### src/rtl/mips_pkg.sv
// rtl/mips_pkg.sv - opcodes, state encoding and control-bundle types for the multi-cycle MIPS control
package mips_pkg;

  localparam logic [5:0] OP_RTYPE = 6'b000000;
  localparam logic [5:0] OP_ORI   = 6'b001101;
  localparam logic [5:0] OP_LW    = 6'b100011;
  localparam logic [5:0] OP_SW    = 6'b101011;
  localparam logic [5:0] OP_BEQ   = 6'b000100;
  localparam logic [5:0] OP_LUI   = 6'b001111;
  localparam logic [5:0] OP_J     = 6'b000010;

  localparam logic [5:0] FN_ADDU  = 6'b100001;
  localparam logic [5:0] FN_SUBU  = 6'b100011;

  typedef enum logic [2:0] {
    ST_FETCH  = 3'd0,
    ST_DECODE = 3'd1,
    ST_EXEC   = 3'd2,
    ST_MEM    = 3'd3,
    ST_WB     = 3'd4,
    ST_HALT   = 3'd5
  } state_e;

  typedef enum logic [1:0] {
    ALU_ADD   = 2'b00,
    ALU_SUB   = 2'b01,
    ALU_OR    = 2'b10,
    ALU_PASSB = 2'b11
  } alu_op_e;

  typedef enum logic [1:0] {
    EXT_ZERO = 2'b00,
    EXT_SIGN = 2'b01,
    EXT_LUI  = 2'b10
  } ext_op_e;

  // One-hot instruction class produced by the opcode decoder
  typedef struct packed {
    logic rtype_add;
    logic rtype_sub;
    logic ori;
    logic lui;
    logic lw;
    logic sw;
    logic beq;
    logic j;
    logic illegal;
  } op_class_t;

  // Datapath select bundle driven while an instruction is in flight
  typedef struct packed {
    logic    npc_sel;
    logic    is_jump;
    logic    reg_dst;
    logic    alu_src;
    alu_op_e alu_op;
    ext_op_e ext_op;
    logic    mem_to_reg;
  } ctrl_sel_t;

endpackage

### src/rtl/mips_op_decoder.sv
// rtl/mips_op_decoder.sv - combinational opcode/funct to one-hot instruction class
module mips_op_decoder
  import mips_pkg::*;
(
  input  logic [5:0] opcode_i,
  input  logic [5:0] funct_i,
  output op_class_t  cls_o
);

  // Exactly one class bit is set; anything unrecognised lands in illegal
  always_comb begin
    cls_o = '0;
    case (opcode_i)
      OP_RTYPE: begin
        if (funct_i == FN_ADDU)      cls_o.rtype_add = 1'b1;
        else if (funct_i == FN_SUBU) cls_o.rtype_sub = 1'b1;
        else                         cls_o.illegal   = 1'b1;
      end
      OP_ORI:  cls_o.ori     = 1'b1;
      OP_LUI:  cls_o.lui     = 1'b1;
      OP_LW:   cls_o.lw      = 1'b1;
      OP_SW:   cls_o.sw      = 1'b1;
      OP_BEQ:  cls_o.beq     = 1'b1;
      OP_J:    cls_o.j       = 1'b1;
      default: cls_o.illegal = 1'b1;
    endcase
  end

endmodule

### src/rtl/mc_fetch_ctrl.sv
// rtl/mc_fetch_ctrl.sv - multi-cycle fetch/execute control FSM for the MIPS core
module mc_fetch_ctrl
  import mips_pkg::*;
#(
  parameter int CNT_W           = 16,
  parameter bit HALT_ON_ILLEGAL = 1'b0
) (
  input  logic             clk,
  input  logic             rst_n,
  input  logic             en,
  input  logic [31:0]      instr,
  input  logic             alu_zero,
  output logic [2:0]       state,
  output logic             pc_we,
  output logic             ir_we,
  output logic             npc_sel,
  output logic             is_jump,
  output logic             reg_we,
  output logic             reg_dst,
  output logic             alu_src,
  output logic [1:0]       alu_op,
  output logic [1:0]       ext_op,
  output logic             mem_we,
  output logic             mem_to_reg,
  output logic             illegal,
  output logic [CNT_W-1:0] retired
);

  state_e           state_q, state_d;
  logic [5:0]       opcode_q, funct_q;
  logic             illegal_q;
  logic [CNT_W-1:0] retired_q;
  op_class_t        live_cls, lat_cls;
  ctrl_sel_t        sel;
  logic             pc_we_raw, ir_we_raw, reg_we_raw, mem_we_raw;

  // alu_zero feeds the next-PC calculator directly; the FSM never looks at it
  logic unused_inputs;
  assign unused_inputs = ^{alu_zero, instr[25:6]};

  mips_op_decoder u_dec_live (
    .opcode_i (instr[31:26]),
    .funct_i  (instr[5:0]),
    .cls_o    (live_cls)
  );

  mips_op_decoder u_dec_lat (
    .opcode_i (opcode_q),
    .funct_i  (funct_q),
    .cls_o    (lat_cls)
  );

  // State, latched instruction fields, sticky illegal flag and retire counter; all frozen while en is low
  always_ff @(posedge clk or negedge rst_n) begin
    if (!rst_n) begin
      state_q   <= ST_FETCH;
      opcode_q  <= '0;
      funct_q   <= '0;
      illegal_q <= 1'b0;
      retired_q <= '0;
    end else if (en) begin
      state_q <= state_d;
      if (state_q == ST_DECODE) begin
        opcode_q <= instr[31:26];
        funct_q  <= instr[5:0];
        if (live_cls.illegal) illegal_q <= 1'b1;
      end
      if (pc_we_raw) retired_q <= retired_q + 1'b1;
    end
  end

  // Next state and unmasked per-state strobes; DECODE steers on the live word, later states on the latch
  always_comb begin
    state_d    = state_q;
    pc_we_raw  = 1'b0;
    ir_we_raw  = 1'b0;
    reg_we_raw = 1'b0;
    mem_we_raw = 1'b0;
    case (state_q)
      ST_FETCH: begin
        ir_we_raw = 1'b1;
        state_d   = ST_DECODE;
      end
      ST_DECODE: begin
        if (live_cls.j) begin
          pc_we_raw = 1'b1;
          state_d   = ST_FETCH;
        end else if (live_cls.illegal) begin
          if (HALT_ON_ILLEGAL) begin
            state_d = ST_HALT;
          end else begin
            pc_we_raw = 1'b1;
            state_d   = ST_FETCH;
          end
        end else begin
          state_d = ST_EXEC;
        end
      end
      ST_EXEC: begin
        if (lat_cls.beq) begin
          pc_we_raw = 1'b1;
          state_d   = ST_FETCH;
        end else if (lat_cls.lw || lat_cls.sw) begin
          state_d = ST_MEM;
        end else begin
          state_d = ST_WB;
        end
      end
      ST_MEM: begin
        if (lat_cls.sw) begin
          mem_we_raw = 1'b1;
          pc_we_raw  = 1'b1;
          state_d    = ST_FETCH;
        end else begin
          state_d = ST_WB;
        end
      end
      ST_WB: begin
        reg_we_raw = 1'b1;
        pc_we_raw  = 1'b1;
        state_d    = ST_FETCH;
      end
      ST_HALT: state_d = ST_HALT;
      default: state_d = ST_FETCH;
    endcase
  end

  // Datapath selects: is_jump during DECODE of j, everything else held from EXEC to the end of the instruction
  always_comb begin
    sel = '0;
    if (state_q == ST_DECODE) sel.is_jump = live_cls.j;
    if (state_q inside {ST_EXEC, ST_MEM, ST_WB}) begin
      sel.npc_sel    = lat_cls.beq && (state_q == ST_EXEC);
      sel.reg_dst    = lat_cls.rtype_add || lat_cls.rtype_sub;
      sel.alu_src    = lat_cls.ori || lat_cls.lui || lat_cls.lw || lat_cls.sw;
      sel.mem_to_reg = lat_cls.lw;
      if (lat_cls.rtype_sub || lat_cls.beq) sel.alu_op = ALU_SUB;
      else if (lat_cls.ori)                 sel.alu_op = ALU_OR;
      else if (lat_cls.lui)                 sel.alu_op = ALU_PASSB;
      else                                  sel.alu_op = ALU_ADD;
      if (lat_cls.lw || lat_cls.sw) sel.ext_op = EXT_SIGN;
      else if (lat_cls.lui)         sel.ext_op = EXT_LUI;
      else                          sel.ext_op = EXT_ZERO;
    end
  end

  assign state      = state_q;
  assign pc_we      = en & pc_we_raw;
  assign ir_we      = en & ir_we_raw;
  assign reg_we     = en & reg_we_raw;
  assign mem_we     = en & mem_we_raw;
  assign npc_sel    = sel.npc_sel;
  assign is_jump    = sel.is_jump;
  assign reg_dst    = sel.reg_dst;
  assign alu_src    = sel.alu_src;
  assign alu_op     = sel.alu_op;
  assign ext_op     = sel.ext_op;
  assign mem_to_reg = sel.mem_to_reg;
  assign illegal    = illegal_q;
  assign retired    = retired_q;

endmodule
### config.mk
export PLATFORM = sky130hd
export DESIGN_NAME = mc_fetch_ctrl
export DESIGN_NICKNAME = d
export VERILOG_FILES = /design/src/rtl/mips_pkg.sv /design/src/rtl/mips_op_decoder.sv /design/src/rtl/mc_fetch_ctrl.sv
export SDC_FILE = /design/constraint.sdc
export NUM_CORES = 1
export LEC_CHECK = 0
export BUFFER_PORTS_ARGS = -buffer_cell sky130_fd_sc_hd__buf_2
export CAP_MARGIN = 20
export CORE_ASPECT_RATIO = 0.8
export CORE_MARGIN = 8
export CORE_UTILIZATION = 44
export DETAILED_ROUTE_END_ITERATION = 6
export GPL_ROUTABILITY_DRIVEN = 0
export HOLD_SLACK_MARGIN = 0.06
export PLACE_DENSITY = 0.75
export SLEW_MARGIN = 5
export SYNTH_ARGS = -nofsm -noshare
export SYNTH_HDL_FRONTEND = slang
export SYNTH_SLANG_ARGS = --single-unit
export TNS_END_PERCENT = 50
### constraint.sdc
create_clock -name clk -period 1.6 [get_ports clk]
set_input_delay 0.16 -clock clk [delete_from_list [all_inputs] [get_ports clk]]
set_output_delay 0.16 -clock clk [all_outputs]
set_load 0.01 [all_outputs]
==> results.sh, run 1 <==
export IMPL_slew_viol_final=0
export IMPL_clkSinkCount=32
export IMPL_post_route_period_util_pct=117.1
export IMPL_crit_path_end_kind="primary output"
export IMPL_ios=69
export IMPL_worst_hold_path_stage_count=2
export IMPL_start_util_pct=45.39
export IMPL_critical_path_data_required_time_ps=1440
export IMPL_power_per_cell_area_mw_per_mm2=1434
export IMPL_syn_area_mm2=0.001884
export IMPL_number_of_global_route_vias_before_repair=2015
export IMPL_power_leakage_nw=1.416
export IMPL_hpwlAfterDp_um=3832
export IMPL_placement_rows=21
export IMPL_final_hold_violation_count=0
export IMPL_grt_setup_unrepaired="true"
export IMPL_multi_input_gate_area_in_the_final_layout_mm2=0.001335
export IMPL_cp_arrival_ps=1710
export IMPL_final_cell_count_no_fill=357
export IMPL_final_net_count=336
export IMPL_synthDistinctLibCells=48
export IMPL_clkLatencyLatePin_ps=290
export IMPL_die_h_um=74.53
export IMPL_peak_clock_frequency_supported_by_timing_mhz=533.9
export IMPL_finalWorstSetupSlack_ps=-273.0
export IMPL_area_delta_synth_final_pct=66.47
export IMPL_hold_start="instr[1]"
export IMPL_clock_skew_final_ps=7.252
export IMPL_yosys_warnings=0
export IMPL_synth_edf_count=0
export IMPL_cts_tree="yes"
export IMPL_pin_count_of_the_biggest_net_entering_global_routing=33
export IMPL_placed_cells=332
export IMPL_synth_yosys_seq_area_share_pct=42.50
export IMPL_finalWorstPathRequiredPeriod_ps=1873
export IMPL_drtAntennaViolNets=0
export IMPL_antenna_found_initial=0
export IMPL_worst_r2r_startpoint="retired[6]$_DFFE_PN0P_"
export IMPL_dr_total_vias=1985
export IMPL_io_buffer_count=47
export IMPL_antennaDiodeCount=0
export IMPL_wl_per_cell_um=18.45
export IMPL_worstSetupPathType="flop to primary output"
export IMPL_reg2regPathDepth=5
export IMPL_die_area_mm2=0.006645
export IMPL_most_used_dff_post_synth="sky130_fd_sc_hd__dfrtp_1"
export IMPL_fillerInstances=259
export IMPL_ir_drop_mv=0.9945
export IMPL_cts_made_buffers=5
export IMPL_drt_drc_violations_left=0
export IMPL_route_final_wire_length_um=6585
export IMPL_first_pass_grt_wire_length_um=9411
export IMPL_detail_route_vias_per_cell=5.560
export IMPL_report_final_setup_viol=35
export IMPL_status="complete, but fails checks"
export IMPL_drive_above_1_share_pct=62.33
export IMPL_global_route_usage_total_pct=18.07
export IMPL_timing_critical_path_fanout_max=4
export IMPL_ctsRootBufferMaster="sky130_fd_sc_hd__clkbuf_8"
export IMPL_cap_violations=0
export IMPL_drt_first_iter_violations=139
export IMPL_firstDrtPassIters=4
export IMPL_postSynthNetCount=226
export IMPL_worstSetupStartpoint="opcode_q[1]$_DFFE_PN0P_"
export IMPL_tightestPinTransition_ps=399.0
export IMPL_worst_slew_margin_rel_pct=73.40
export IMPL_syn_area_per_cell_um2=9.970
export IMPL_synthArstFlopShare_pct=100.0
export IMPL_violations_in_the_final_reports="setup timing"
export IMPL_post_synth_inst_count=189
export IMPL_dieWidth_um=89.17
export IMPL_path_clk_slew_ps=60
export IMPL_seqCellArea_um2=804.5
export IMPL_hold_class="input port to flop"
export IMPL_dp_slack_ps=-184.4
export IMPL_timing_hold_ws_ps=116.9
export IMPL_cts_htree_levels=2
export IMPL_synth_seq_cells=32
export IMPL_clk_buf_depth=2
export IMPL_grt_overflow_total=0
export IMPL_sort_of_element_at_the_start_of_the_critical_path="flop"
export IMPL_core_area_mm2=0.004151
## timing repair
item,in CTS,in global routing
setup endpoints to repair,36,42
endpoints found under the hold margin,32,0
buffers inserted,14,3
hold buffers,1,0
pin swaps,9,17
gates resized for setup,41,40
## where the power goes
part	internal, mW	switching [mW]	leakage, nW
logic	1.34	1.05	0.963
registers	1.07	0.289	0.398
clock network	0.462	0.295	0.0552
## kinds of logic after synthesis
kind of cell               count (synthesis)  synth area share [%]
and+or+nand+nor                           88                 25.96
DFF                                       32                 42.50
AOI/OAI and AO/OA                         30                 13.28
xor gates and xnor gates                  15                 6.972
muxes                                     13                 7.968
buffers and inverters                     10                 2.656
adders and majority gates                  1                0.6639
## final timing paths
kind                            slack (ps)                      end
worst max-delay path                  -270                alu_op[0]
worst min-delay path                   120   funct_q[1]$_DFFE_PN0P_
worst max register to register        -190  retired[14]$_DFFE_PN0P_
worst min register to register         470      illegal$_DFFE_PN0P_
max in group asynchronous              870     state[2]$_DFFE_PN0P_
min in group asynchronous              410   retired[5]$_DFFE_PN0P_
## state kept, by name (all words and copies together), names as in the netlist
name,flops
retired,16
opcode_q,6
illegal,1
funct_q,6
state,3
## critical path, stage by stage, from the launching register on
cell	delay (ps)
sky130_fd_sc_hd__dfrtp_1	440
sky130_fd_sc_hd__nor3_2	250
sky130_fd_sc_hd__buf_4	170
sky130_fd_sc_hd__and3_4	190
sky130_fd_sc_hd__a41oi_1	50
sky130_fd_sc_hd__o21bai_1	180
sky130_fd_sc_hd__buf_2	160
## per-stage QoR
step | util [%] | setup TNS, ps | power, mW | cell area (µm²)
2_1_floorplan | - | -327.8 | 2.167 | 1943
3_3_place_gp | 61.21 | -1688 | 2.892 | 2541
3_5_place_dp | 61.21 | -2415 | 2.956 | 2541
4_1_cts | 70.92 | -1772 | 4.119 | 2944
5_1_grt | 75.56 | -5813 | 4.713 | 3137
6_report | 75.56 | -3712 | 4.497 | 3137
## per-layer routing
metal	GRT usage, %	vias up	part of all wire [%]
li1	-	919	-
met1	21.90	981	43
met2	29.94	68	50
met3	3.642	17	4.7
met4	8.824	0	2.4
met5	0	-	0
## synth_stat cells (all sizes together), types with 2 or more instances
cell type,instances,area share (%)
nor2,16,3.2
nor4b,2,0.93
nand4,2,0.66
mux2,13,8.0
xor2,2,0.93
nor3,13,3.7
and2,7,2.3
a32oi,4,1.9
nand3,3,0.80
a22o,2,1.5
nor4,5,1.7
a22oi,9,3.6
nand2,18,3.6
and3,6,2.0
nand4b,2,0.93
and4,4,1.9
dfrtp,32,42
nor2b,3,1.0
xnor2,13,6.0
inv,3,0.60
clkbuf,3,0.66
nor3b,2,1.1
a31oi,3,1.3
o21ai,3,1.2
buf,4,1.4
## placed cells by master (no fill, tap or decap), drive strengths merged, types with 2 or more instances in the layout
| cell type | Yosys | routed |
|---|---|---|
| nor2 | 16 | 16 |
| xor2 | 2 | 2 |
| nor4 | 5 | 5 |
| o21ai | 3 | 3 |
| and3 | 6 | 6 |
| nand3 | 3 | 3 |
| nand4b | 2 | 2 |
| nor3 | 13 | 13 |
| a32oi | 4 | 4 |
| a22oi | 9 | 9 |
| clkbuf | 3 | 6 |
| nor2b | 3 | 3 |
| nor3b | 2 | 2 |
| mux2 | 13 | 13 |
| a31oi | 3 | 3 |
| a22o | 2 | 2 |
| nor4b | 2 | 2 |
| dfrtp | 32 | 32 |
| and4 | 4 | 4 |
| nand2 | 18 | 18 |
| buf | 4 | 109 |
| xnor2 | 13 | 13 |
| inv | 3 | 3 |
| nand4 | 2 | 2 |
| and2 | 7 | 7 |
## layout make-up
class | instances | share of cell area, %
clock buffer | 6 | 2.314
clock inverter | 2 | 1.117
timing repair buffer | 110 | 25.73
multi-input combinational | 147 | 42.56
inverter | 3 | 0.3590
tap | 57 | 2.274
sequential | 32 | 25.65
(Power assumes the default switching activity.)
==> run 2, diff against run 1 <==
Settings changed: BUFFER_PORTS_ARGS -buffer_cell sky130_fd_sc_hd__buf_2 to -buffer_cell sky130_fd_sc_hd__buf_4.
==> results.sh, run 2 (synthesis gave the netlist of run 1 again) <==
export IMPL_final_cell_area_mm2=0.003161
export IMPL_worst_r2r_startpoint="state[1]$_DFFE_PN0P_"
export IMPL_placement_rows=21
export IMPL_clkLatencyLatePin_ps=280
export IMPL_finalWorstPathRequiredPeriod_ps=1924
export IMPL_dr_total_vias=1902
export IMPL_core_area_mm2=0.004151
export IMPL_cp_slowest_stage_delay_ps=420
export IMPL_violations_in_the_final_reports="setup timing"
export IMPL_wl_per_cell_um=16.90
export IMPL_sort_of_element_at_the_start_of_the_critical_path="flop"
export IMPL_worstSetupPathType="flop to primary output"
export IMPL_status="complete, but fails checks"
export IMPL_cp_arrival_ps=1760
export IMPL_cts_made_buffers=5
export IMPL_drt_drc_violations_left=0
export IMPL_worst_slew_margin_rel_pct=70.25
export IMPL_cts_htree_levels=2
export IMPL_route_final_wire_length_um=5983
export IMPL_largest_register_ffs=16
export IMPL_post_dp_cell_area_mm2=0.002681
export IMPL_min_delay_worst_endpoint="funct_q[1]$_DFFE_PN0P_"
export IMPL_slew_viol_final=0
export IMPL_worst_hold_path_stage_count=2
export IMPL_report_final_setup_viol=38
export IMPL_drt_first_iter_violations=109
export IMPL_ff2ff_setup_slack_ps=-220
export IMPL_global_route_usage_total_pct=17.45
export IMPL_hold_start="instr[1]"
export IMPL_finalWorstSetupSlack_ps=-324.4
export IMPL_firstDrtPassIters=4
export IMPL_peak_clock_frequency_supported_by_timing_mhz=519.6
export IMPL_die_h_um=74.53
export IMPL_antenna_found_initial=0
export IMPL_most_common_layout_cells="sky130_fd_sc_hd__buf_4, sky130_fd_sc_hd__dfrtp_1, sky130_fd_sc_hd__buf_6"
export IMPL_worst_r2r_endpoint="retired[14]$_DFFE_PN0P_"
export IMPL_hpwlAfterDp_um=3933
export IMPL_clock_skew_final_ps=6.535
export IMPL_clkSinkCount=32
export IMPL_tightestPinTransition_ps=440.0
export IMPL_path_clk_slew_ps=60
export IMPL_post_route_period_util_pct=120.3
export IMPL_dieWidth_um=89.17
export IMPL_ios=69
export IMPL_ctsRootBufferMaster="sky130_fd_sc_hd__clkbuf_8"
export IMPL_final_cell_count_no_fill=354
export IMPL_power_per_cell_area_mw_per_mm2=1345
export IMPL_detail_route_vias_per_cell=5.373
export IMPL_ir_drop_mv=1.024
export IMPL_cap_violations=0
export IMPL_die_area_mm2=0.006645
export IMPL_hold_class="input port to flop"
export IMPL_critical_path_buf_inv_count=2
export IMPL_final_hold_violation_count=0
export IMPL_report_power_total_mw=4.251
export IMPL_cts_tree="yes"
export IMPL_crit_path_end_kind="primary output"
export IMPL_critPathTopFamily="simple AND/OR/NAND/NOR gates"
export IMPL_crit_path_cell_trace="buf_6, nor3b_4, nor2_4, nor3_4, and2_4, o21bai_1, buf_4"
export IMPL_area_delta_synth_final_pct=67.73
export IMPL_drtAntennaViolNets=0
export IMPL_antennaDiodeCount=0
export IMPL_final_net_count=334
export IMPL_reg2regPathDepth=9
export IMPL_fillerInstances=265
export IMPL_critical_path_data_required_time_ps=1440
export IMPL_io_buffer_count=47
export IMPL_grt_setup_unrepaired="true"
export IMPL_mostFrequentLayoutCell="sky130_fd_sc_hd__buf_4"
export IMPL_crit_slowest_cell="sky130_fd_sc_hd__dfrtp_1"
export IMPL_power_leakage_nw=1.425
export IMPL_number_of_global_route_vias_before_repair=1874
export IMPL_start_util_pct=45.39
export IMPL_timing_critical_path_fanout_max=4
export IMPL_grt_overflow_total=0
export IMPL_placed_cells=335
export IMPL_drive_above_1_share_pct=58.92
export IMPL_pin_count_of_the_biggest_net_entering_global_routing=33
export IMPL_clk_buf_depth=2
export IMPL_first_pass_grt_wire_length_um=8976
run 2: timing repair:
action	in CTS	in global routing
hold buffers	1	0
buffers inserted	8	6
setup endpoints to repair	23	41
endpoints found under the hold margin	32	0
pin swaps	15	18
gates resized for setup	26	45
run 2: metrics by stage:
step	setup slack, ps	hold slack (ps)	util, %	setup TNS, ps
6_report	-324.4	116.8	76.13	-5181
5_1_grt	-396.7	123.8	76.13	-7825
4_1_cts	-309.7	113.7	70.58	-3523
3_5_place_dp	-196.7	122.3	64.59	-2470
3_3_place_gp	-158.6	122.4	64.59	-1825
2_1_floorplan	-99.00	-135.6	-	-327.8
run 2: layout make-up:
class	count	area (µm²)	share of cell area [%]
well taps	57	71.32	2.257
clock inverters	1	5.005	0.1584
clock buffers	6	72.57	2.296
flip-flops and latches	32	803.3	25.42
repair buffers	108	900.9	28.50
inverters	3	11.26	0.3563
multi-input cells	147	1296	41.01
run 2: worst reg2reg max path, stage by stage, from the launching register on:
cell                      delay (ps)
sky130_fd_sc_hd__dfrtp_1         420
sky130_fd_sc_hd__buf_6           140
sky130_fd_sc_hd__buf_4           130
sky130_fd_sc_hd__nor3b_4         250
sky130_fd_sc_hd__buf_4           160
sky130_fd_sc_hd__buf_6           100
sky130_fd_sc_hd__nand2_4          70
sky130_fd_sc_hd__nor4_4          160
sky130_fd_sc_hd__a22oi_2         130
sky130_fd_sc_hd__xnor2_1         150
run 2: metal layers:
metal  track usage (%)  wire, µm  share of wire (%)
met5                 0         0                  0
met4             5.515       127                2.1
met3             3.311       259                4.3
met2             27.48      2867                 48
met1             23.49      2727                 46
run 2: where the power goes:
group,leakage (nW),total [mW],switching (mW),internal [mW]
logic,0.985,2.33,0.993,1.34
registers,0.400,1.35,0.282,1.07
clock network,0.0410,0.567,0.272,0.295
run 2: how the worst max path moves through the flow:
stage | startpoint | endpoint | slack (ps) | depth (start not counted)
finish | state[1]$_DFFE_PN0P_ | alu_op[0] | -320 | 7
CTS | state[1]$_DFFE_PN0P_ | alu_op[0] | -310 | 7
floorplan | state[2]$_DFFE_PN0P_ | retired[1]$_DFFE_PN0P_ | -100 | 6
detailed placement | instr[3] | retired[1]$_DFFE_PN0P_ | -200 | 6
global placement | instr[3] | retired[1]$_DFFE_PN0P_ | -160 | 6
global route | state[1]$_DFFE_PN0P_ | alu_op[0] | -400 | 7
==> run 3, diff against run 2 <==
Settings changed: MAX_ROUTING_LAYER set to met4.
==> results.sh, run 3 (synthesis gave the netlist of run 1 again) <==
export IMPL_antenna_found_initial=0
export IMPL_ir_drop_mv=0.9483
export IMPL_status="complete, but fails checks"
export IMPL_p_int_mw=2.637
export IMPL_sort_of_element_at_the_start_of_the_critical_path="flop"
export IMPL_timing_hold_ws_ps=116.7
export IMPL_pin_count_of_the_biggest_net_entering_global_routing=33
export IMPL_clkSinkCount=32
export IMPL_mostFrequentLayoutCell="sky130_fd_sc_hd__buf_4"
export IMPL_clock_skew_final_ps=8.121
export IMPL_fillerInstances=296
export IMPL_cts_tree="yes"
export IMPL_final_cell_count_no_fill=353
export IMPL_cap_violations=0
export IMPL_number_of_global_route_vias_before_repair=1876
export IMPL_dieWidth_um=89.17
export IMPL_first_pass_grt_wire_length_um=8983
export IMPL_hold_start="instr[1]"
export IMPL_die_area_mm2=0.006645
export IMPL_most_common_layout_cells="sky130_fd_sc_hd__buf_4, sky130_fd_sc_hd__dfrtp_1, sky130_fd_sc_hd__nand2_1"
export IMPL_drt_first_iter_violations=129
export IMPL_tightestPinTransition_ps=447.8
export IMPL_die_h_um=74.53
export IMPL_area_delta_synth_final_pct=62.15
export IMPL_firstDrtPassIters=5
export IMPL_finalWorstSetupSlack_ps=-324.1
export IMPL_start_util_pct=45.39
export IMPL_ctsRootBufferMaster="sky130_fd_sc_hd__clkbuf_8"
export IMPL_hold_class="input port to flop"
export IMPL_antennaDiodeCount=0
export IMPL_clk_buf_depth=2
export IMPL_violations_in_the_final_reports="setup timing"
export IMPL_timing_critical_path_fanout_max=4
export IMPL_power_per_cell_area_mw_per_mm2=1352
export IMPL_cts_made_buffers=5
export IMPL_report_final_setup_viol=39
export IMPL_final_net_count=333
export IMPL_grt_setup_unrepaired="true"
export IMPL_drive_above_1_share_pct=55.41
export IMPL_power_clock_fraction_pct=13.8
export IMPL_finalWorstPathRequiredPeriod_ps=1924
export IMPL_placed_cells=335
export IMPL_ios=69
export IMPL_global_route_usage_total_pct=17.98
export IMPL_final_hold_violation_count=0
export IMPL_p_sw_mw=1.493
export IMPL_core_area_mm2=0.004151
export IMPL_dr_total_vias=1924
export IMPL_slew_viol_final=0
export IMPL_placement_rows=21
export IMPL_worstSetupPathType="flop to primary output"
export IMPL_detail_route_vias_per_cell=5.450
export IMPL_worst_slew_margin_rel_pct=69.73
export IMPL_critical_path_data_required_time_ps=1440
export IMPL_clkLatencyLatePin_ps=280
export IMPL_worstSetupStartpoint="state[1]$_DFFE_PN0P_"
export IMPL_crit_path_end_kind="primary output"
export IMPL_io_buffer_count=47
export IMPL_hpwlAfterDp_um=3933
export IMPL_sw_frac_of_total_pct=36.15
export IMPL_sequential_power_share_pct=32.5
export IMPL_cts_htree_levels=2
export IMPL_worst_r2r_startpoint="retired[6]$_DFFE_PN0P_"
export IMPL_wl_per_cell_um=16.46
export IMPL_drtAntennaViolNets=0
export IMPL_route_final_wire_length_um=5809
export IMPL_grt_overflow_total=0
export IMPL_drt_drc_violations_left=0
export IMPL_peak_clock_frequency_supported_by_timing_mhz=519.7
export IMPL_largest_register_ffs=16
export IMPL_post_route_period_util_pct=120.3
export IMPL_comb_power_share_pct=53.7
export IMPL_path_clk_slew_ps=60
export IMPL_power_leakage_nw=1.375
export IMPL_cp_arrival_ps=1760
## run 3: changes by cell type in the layout (fill, tap and decap cells not counted), moves of 2 or more
cell                      before  now
sky130_fd_sc_hd__buf_4        87   92
sky130_fd_sc_hd__a22oi_2       8    3
sky130_fd_sc_hd__a32oi_2       4    2
sky130_fd_sc_hd__a32oi_1       0    2
sky130_fd_sc_hd__buf_6        18   13
sky130_fd_sc_hd__a22oi_1       1    6
## run 3: worst max-delay path, stage by stage, from the launching register on
cell                      delay (ps)
sky130_fd_sc_hd__dfrtp_1         420
sky130_fd_sc_hd__buf_6           140
sky130_fd_sc_hd__nor2b_4         130
sky130_fd_sc_hd__buf_6           120
sky130_fd_sc_hd__nor2_4          170
sky130_fd_sc_hd__nor3_4           60
sky130_fd_sc_hd__or2_2           300
sky130_fd_sc_hd__buf_6           120
## run 3: final timing paths
check,end,slack (ps),depth (start not counted)
max,alu_src,-320,7
min,funct_q[1]$_DFFE_PN0P_,120,2
max reg2reg,retired[14]$_DFFE_PN0P_,-240,5
min reg2reg,illegal$_DFFE_PN0P_,460,1
max in group asynchronous,state[2]$_DFFE_PN0P_,920,2
min in group asynchronous,illegal$_DFFE_PN0P_,350,2
## run 3: timing repair
action	CTS	global route
setup buffers	8	5
endpoints found under the setup margin	23	41
hold buffers	1	0
gates cloned	0	0
gates resized for setup	26	26
hold endpoints to repair	32	0
pin swaps	15	8
## run 3: area by class of cell
class,count,area [µm²],area share (%)
inverters,3,11.26,0.3686
clock buffers,6,72.57,2.375
flip-flops and latches,32,803.3,26.29
repair buffers,107,867.1,28.38
clock inverters,1,5.005,0.1638
multi-input cells,147,1225,40.09
well taps,57,71.32,2.334
## run 3: power by group through the flow
stage | Sequential [mW] | Combinational [mW] | Clock [mW]
after floorplan | 1.29 | 0.872 | 0
after global placement | 1.31 | 1.72 | 0
after detailed placement | 1.32 | 1.76 | 0
after CTS | 1.32 | 1.95 | 0.581
after global routing | 1.37 | 2.36 | 0.616
final | 1.34 | 2.22 | 0.568
## run 3: per-stage QoR
stage | TNS, ps | setup slack (ps) | instance area [µm²] | utilization, % | power, mW
after floorplan | -327.8 | -99.00 | 1943 | - | 2.167
after global placement | -1825 | -158.6 | 2681 | 64.59 | 3.026
after detailed placement | -2470 | -196.7 | 2681 | 64.59 | 3.082
after CTS | -3523 | -309.7 | 2930 | 70.58 | 3.855
after global routing | -8650 | -384.2 | 3055 | 73.60 | 4.350
final | -5686 | -324.1 | 3055 | 73.60 | 4.130
## run 3: metal layers
layer / routed length [µm] / GRT usage, % / vias to the layer above
met4: 90 / 5.515 / 0
met2: 2839 / 27.56 / 55
li1: - / - / 915
met3: 255 / 2.870 / 10
met1: 2623 / 23.75 / 944
met5: 0 / - / -
